[config.mk]
export PLATFORM = sky130hd
export DESIGN_NAME = pencoder_q
export DESIGN_NICKNAME = d
export VERILOG_FILES = /design/src/rtl/pencoder_q.sv
export SDC_FILE = /design/constraint.sdc
export NUM_CORES = 1
export LEC_CHECK = 0
export ABC_AREA = 1
export CORE_UTILIZATION = 56
export DETAILED_ROUTE_END_ITERATION = 8
export PLACE_DENSITY = 0.85
export SYNTH_ARGS = -nofsm -noshare
export SYNTH_HDL_FRONTEND = slang
export SYNTH_SLANG_ARGS = --single-unit
export TNS_END_PERCENT = 1
[constraint.sdc]
create_clock -name clk -period 4.31 [get_ports clk]
set_input_delay 0.431 -clock clk [delete_from_list [all_inputs] [get_ports clk]]
set_output_delay 0.431 -clock clk [all_outputs]
set_load 0.05 [all_outputs]
[src/rtl/pencoder_q.sv]
// Registered priority encoder with sticky pending requests. Grants come out
// one at a time through a valid/ready register, by fixed priority or round-robin.
module pencoder_q #(
  parameter  int N = 8,
  localparam int W = (N > 2) ? $clog2(N) : 1
) (
  input  logic         clk,
  input  logic         rst_n,
  input  logic [N-1:0] req,
  input  logic         clr,
  input  logic         rr_en,
  input  logic         out_ready,
  output logic         out_valid,
  output logic [W-1:0] out_idx,
  output logic [N-1:0] pend,
  output logic         any,
  output logic         coal
);

  logic [N-1:0] r_pend;
  logic [W-1:0] r_ptr;
  logic [W-1:0] r_idx;
  logic         r_valid;
  logic         r_coal;

  logic [N-1:0] w_cand;
  logic [N-1:0] w_oneHot;
  logic [W-1:0] w_fixIdx;
  logic [W-1:0] w_rrIdx;
  logic [W-1:0] w_probe;
  logic [W-1:0] w_winner;
  logic         w_load;

  assign w_cand = r_pend | req;

  always_comb begin
    w_fixIdx = '0;
    for (int i = 0; i < N; i++) begin
      if (w_cand[i]) w_fixIdx = W'(i);
    end
  end

  // Probe ptr-1, ptr-2, ... wrapping to N-1, with ptr itself last; the
  // loop runs from the farthest probe inwards so the nearest hit wins.
  always_comb begin
    w_rrIdx = '0;
    w_probe = '0;
    for (int k = N; k >= 1; k--) begin
      if (int'(r_ptr) >= k) w_probe = W'(int'(r_ptr) - k);
      else                  w_probe = W'(int'(r_ptr) - k + N);
      if (w_cand[w_probe]) w_rrIdx = w_probe;
    end
  end

  assign w_winner = rr_en ? w_rrIdx : w_fixIdx;
  assign w_oneHot = N'(1) << w_winner;
  assign w_load   = !clr && (!r_valid || out_ready) && (|w_cand);

  always_ff @(posedge clk or negedge rst_n) begin
    if (!rst_n) begin
      r_pend  <= '0;
      r_ptr   <= '0;
      r_idx   <= '0;
      r_valid <= 1'b0;
      r_coal  <= 1'b0;
    end else begin
      if (clr) begin
        r_pend <= '0;
        r_coal <= 1'b0;
      end else begin
        r_pend <= w_load ? (w_cand & ~w_oneHot) : w_cand;
        if (|(req & r_pend)) r_coal <= 1'b1;
      end

      // The output register ignores clr so an in-flight transfer completes.
      if (w_load) begin
        r_ptr   <= w_winner;
        r_idx   <= w_winner;
        r_valid <= 1'b1;
      end else if (r_valid && out_ready) begin
        r_valid <= 1'b0;
      end
    end
  end

  assign out_valid = r_valid;
  assign out_idx   = r_idx;
  assign pend      = r_pend;
  assign any       = |r_pend;
  assign coal      = r_coal;

endmodule

==> metrics.md <==
| Metric | Value |
|---|---|
| Boundary Pins | 27 |
| Chip Height | around 53 um |
| RSZ-0062 raised after global routing | false |
| N_diodes | 0 |
| Number of warnings issued by yosys | 0 |
| Area taken by flip-flops and latches | roughly 330 um2 |
| Sort of element at the start of the critical path | register |
| Proportion of power drawn by flip-flops and latches | 15.4% |
| Endpoint of the worst-slack reg-to-reg timing path | pend[4] |
| Via count of the first global-routing pass | approximately 1400 |
| Via count | 1566 |
| Reg2reg setup slack | 1420 ps |
| Final setup violation count | 0 |
| Count of cells along the worst register-to-register path | 19 |
| Overall global routing resource usage | between 20% and 30% |
| Category of the critical setup timing path | reg2reg |
| # nets final | 280 |
| RePlAce Congestion | 1.00 |
| Mapped cell area | between 1000 and 1500 um2 |
| Number of H-tree levels | 1 |
| Number of antenna violations at the first check in global routing | 0 |
| Number of standard cells in the layout, taps in and fillers out | just under 300 |
| Share of the yosys chip area belonging to registers | between 20 and 25% |
| Most frequent standard cell in the layout excluding fill and tap cells | sky130_fd_sc_hd__nand2_1 |
| Sum of negative setup slack | 0 ps |
| Setup Buffers After CTS | 0 |
| Worst-path maximum fanout | 9 |
| Site Rows | 18 |
| Share of Yosys cell area claimed by the top area cell type | between 20% and 30% |
| Drc violations | 0 |
| Number of instances in the synthesized netlist | approximately 240 |
| Clock skew after layout | 4.48 ps |
| Floorplan core area | ~2500 um2 |
| Number of gates given a new drive strength after cts | 0 |
| CP Cell Sequence | clkinv_1, ha_1, inv_1, nand2_1, nand3_2, nand2_2, nor2_1, nand2_1, nand3_1, nand2_1, nand2_1, nand2_1, nand2_1, nand2_2, nand2_4, inv_2, nand2_2, nor2_1, nor2_1 |
| DP Cell Count | 290 |
| Design internal power | 0.000522 W |
| Crit. path cell count | 19 |
| Total die area | ~2800 um2 |
| Critical R2R Launch | out_idx[1] |
| Switch Pwr | roughly 0.00075 W |
| Count of hold buffers inserted by post-cts repair | 0 |
| Min-Delay Path Class | in2async |
| Post-detailed-routing wire length | about 3700 um |
| Clock root buffer master | sky130_fd_sc_hd__clkbuf_4 |
| Clock transition time at the flip-flop clock pins of the worst setup and hold paths | 80 ps |
| Post-synthesis cell type count | 27 |
| Flop and latch count out of synthesis | 13 |
| Commonest cells after routing, fill and taps aside | sky130_fd_sc_hd__nand2_1, sky130_fd_sc_hd__nor2_1, sky130_fd_sc_hd__inv_1, sky130_fd_sc_hd__clkdlybuf4s50_1, sky130_fd_sc_hd__nand2_2 |
| Bufs on Longest Clock Path | 2 |
| Critical path endpoint category | register |
| # port buffers | 26 |
| Number of vias per cell | ~5.3 |
| Wire length of the first global-routing pass | between 5000 and 6000 um |
| Clock sink total | 13 |
| Period utilization | about two thirds |
| Layout Utilization | 69.7% |
| Final slew viol count | 0 |
| Fin. Hold Viols | 0 |
| Max Freq | between 0.3 and 0.4 GHz |
| Switching portion of total power | around three fifths |
| Sum of buffers and inverters on the critical path | 3 |
| Detail Placement HPWL | between 3000 and 4000 um |
| Power density normalized to cell area | between 700 and 800 nW/um2 |
| Clock network fraction of design power | approximately 6% |
| Final routed wire length divided by cell count | around 13 um |
| Worst IR drop on VDD | ~0.45 mV |
| Clock tree from TritonCTS | done |
| Combinational power share | 78.4% |
| Largest net degree at the start of global routing | 14 |
| Gr ovfl total | 0 |
| Outcome | finished clean |
| Starting density of the core | around three fifths |
| Yosys top cell by area | sky130_fd_sc_hd__dfrtp_1 |
| Actual slew at the worst max-slew pin | approximately 570 ps |
| Count of nets left with antenna violations after detail routing | 0 |
| Area Growth Syn to Fin | 18.9% |
| Top cells by area in the synthesized netlist | sky130_fd_sc_hd__dfrtp_1, sky130_fd_sc_hd__nand2_1, sky130_fd_sc_hd__nand2_2 |
| Slowest stage cell, crit path | sky130_fd_sc_hd__dfrtp_1 |
| Max-cap violations | 0 |
| Fillers | about 230 |
| Pre-Repair DR Iteration Count | 4 |
| Required time of the critical path | 4490 ps |
| CP Data Arrival Time | roughly 3000 ps |
| DIE WIDTH | 52.7 um |
| Final critical delay including setup and external delays | a little under 3000 ps |
| Insertion delay to the later sink of the worst-skew pair | 290 ps |
| Fraction of final layout cells sized beyond drive strength 1 | 14.4% |
| Cell family with most CP delay | simple AND/OR/NAND/NOR gates |
| Worst relative slew slack | between 60 and 70% |
| Cell with the most instances on the worst path | sky130_fd_sc_hd__nand2_1 |
| Average cell area after synthesis | between 6 and 7 um2 |
| Synthesized net count | roughly 250 |
| Drt first-iter violations | 54 |
| Largest incremental delay on the critical path | ~560 ps |
| Number of clock buffers inserted by TritonCTS | 3 |
| Pleak | 0.905 nW |
| Area of the multi-input gates | approximately 940 um2 |
[layout make-up]
type,count,area share (%)
clock buffer,4,1.54
inverter,32,7.16
multi-input combinational,189,54.9
sequential,13,19.0
tap,30,2.19
timing repair buffer,26,15.2
[routing by layer]
metal	up-vias	global-route usage, %	part of all wire [%]
met1	712	33.8	43
li1	797	-	-
met3	5	1.74	3.9
met4	0	9.65	1.4
met5	-	0	0
met2	52	56.5	52
[cells by family after synthesis]
| family | synth area share [%] |
|---|---|
| flip-flops | 22.6 |
| adder cells (fa/ha/maj) | 1.74 |
| buffers and inverters | 12.2 |
| XOR/XNOR | 2.87 |
| AO/OA/AOI/OAI | 9.21 |
| AND/OR/NAND/NOR | 51.4 |
[Yosys cell counts]
cell / number
sky130_fd_sc_hd__a211oi_1: 1
sky130_fd_sc_hd__a21oi_1: 12
sky130_fd_sc_hd__a22o_1: 1
sky130_fd_sc_hd__a31oi_1: 3
sky130_fd_sc_hd__buf_4: 2
sky130_fd_sc_hd__buf_6: 2
sky130_fd_sc_hd__buf_8: 1
sky130_fd_sc_hd__clkinv_1: 1
sky130_fd_sc_hd__dfrtp_1: 13
sky130_fd_sc_hd__ha_1: 2
sky130_fd_sc_hd__inv_1: 28
sky130_fd_sc_hd__inv_2: 2
sky130_fd_sc_hd__inv_4: 1
sky130_fd_sc_hd__nand2_1: 82
sky130_fd_sc_hd__nand2_2: 20
sky130_fd_sc_hd__nand2_4: 2
sky130_fd_sc_hd__nand3_1: 17
sky130_fd_sc_hd__nand3_2: 7
sky130_fd_sc_hd__nor2_1: 28
sky130_fd_sc_hd__nor2_2: 1
sky130_fd_sc_hd__nor4_1: 3
sky130_fd_sc_hd__o211ai_1: 1
sky130_fd_sc_hd__o21ai_0: 4
sky130_fd_sc_hd__o21ai_1: 2
sky130_fd_sc_hd__xnor2_1: 1
sky130_fd_sc_hd__xnor2_2: 1
sky130_fd_sc_hd__xor2_2: 1
[how the worst max path moves through the flow]
| stage | endpoint | startpoint |
|---|---|---|
| floorplan | pend[3] | out_idx[1] |
| global placement | pend[4] | out_idx[1] |
| detailed placement | pend[3] | out_idx[1] |
| CTS | pend[4] | out_idx[1] |
| global route | pend[4] | out_idx[1] |
| finish | pend[4] | out_idx[1] |
[sequential cells by signal (all words and copies together), names as in the netlist]
signal,cells
out_idx,3
coal,1
pend,8
out_valid,1
[power groups by stage]
stage / combinational [W] / sequential, W / clock [W]
3_3_place_gp: 0.000988 / 0.000199 / 0
4_1_cts: 0.00100 / 0.000196 / 0.0000781
3_5_place_dp: 0.000998 / 0.000198 / 0
2_1_floorplan: 0.000784 / 0.000248 / 0
5_1_grt: 0.00112 / 0.000202 / 0.0000829
6_report: 0.00100 / 0.000197 / 0.0000781
[metrics by stage]
step | area [um2] | total power, W | hold slack, ps | setup slack, ps
after floorplan | 1440 | 0.00103 | 135 | 1640
after global placement | 1690 | 0.00119 | 594 | 1410
after detailed placement | 1690 | 0.00120 | 593 | 1450
after CTS | 1710 | 0.00128 | 520 | 1420
after global routing | 1710 | 0.00141 | 564 | 1140
final | 1710 | 0.00128 | 503 | 1420
[worst register-to-register path, cell delays in order, from the launching register on]
cell,delay (ps)
sky130_fd_sc_hd__dfrtp_1,560
sky130_fd_sc_hd__clkinv_1,350
sky130_fd_sc_hd__ha_1,560
sky130_fd_sc_hd__inv_1,160
sky130_fd_sc_hd__nand2_1,140
sky130_fd_sc_hd__nand3_2,90
sky130_fd_sc_hd__nand2_2,120
sky130_fd_sc_hd__nor2_1,50
sky130_fd_sc_hd__nand2_1,60
sky130_fd_sc_hd__nand3_1,80
sky130_fd_sc_hd__nand2_1,70
sky130_fd_sc_hd__nand2_1,50
sky130_fd_sc_hd__nand2_1,60
sky130_fd_sc_hd__nand2_1,60
sky130_fd_sc_hd__nand2_2,70
sky130_fd_sc_hd__nand2_4,70
sky130_fd_sc_hd__inv_2,50
sky130_fd_sc_hd__nand2_2,40
sky130_fd_sc_hd__nor2_1,110
sky130_fd_sc_hd__nor2_1,50
Note: power is estimated with default switching activity, not from simulation.
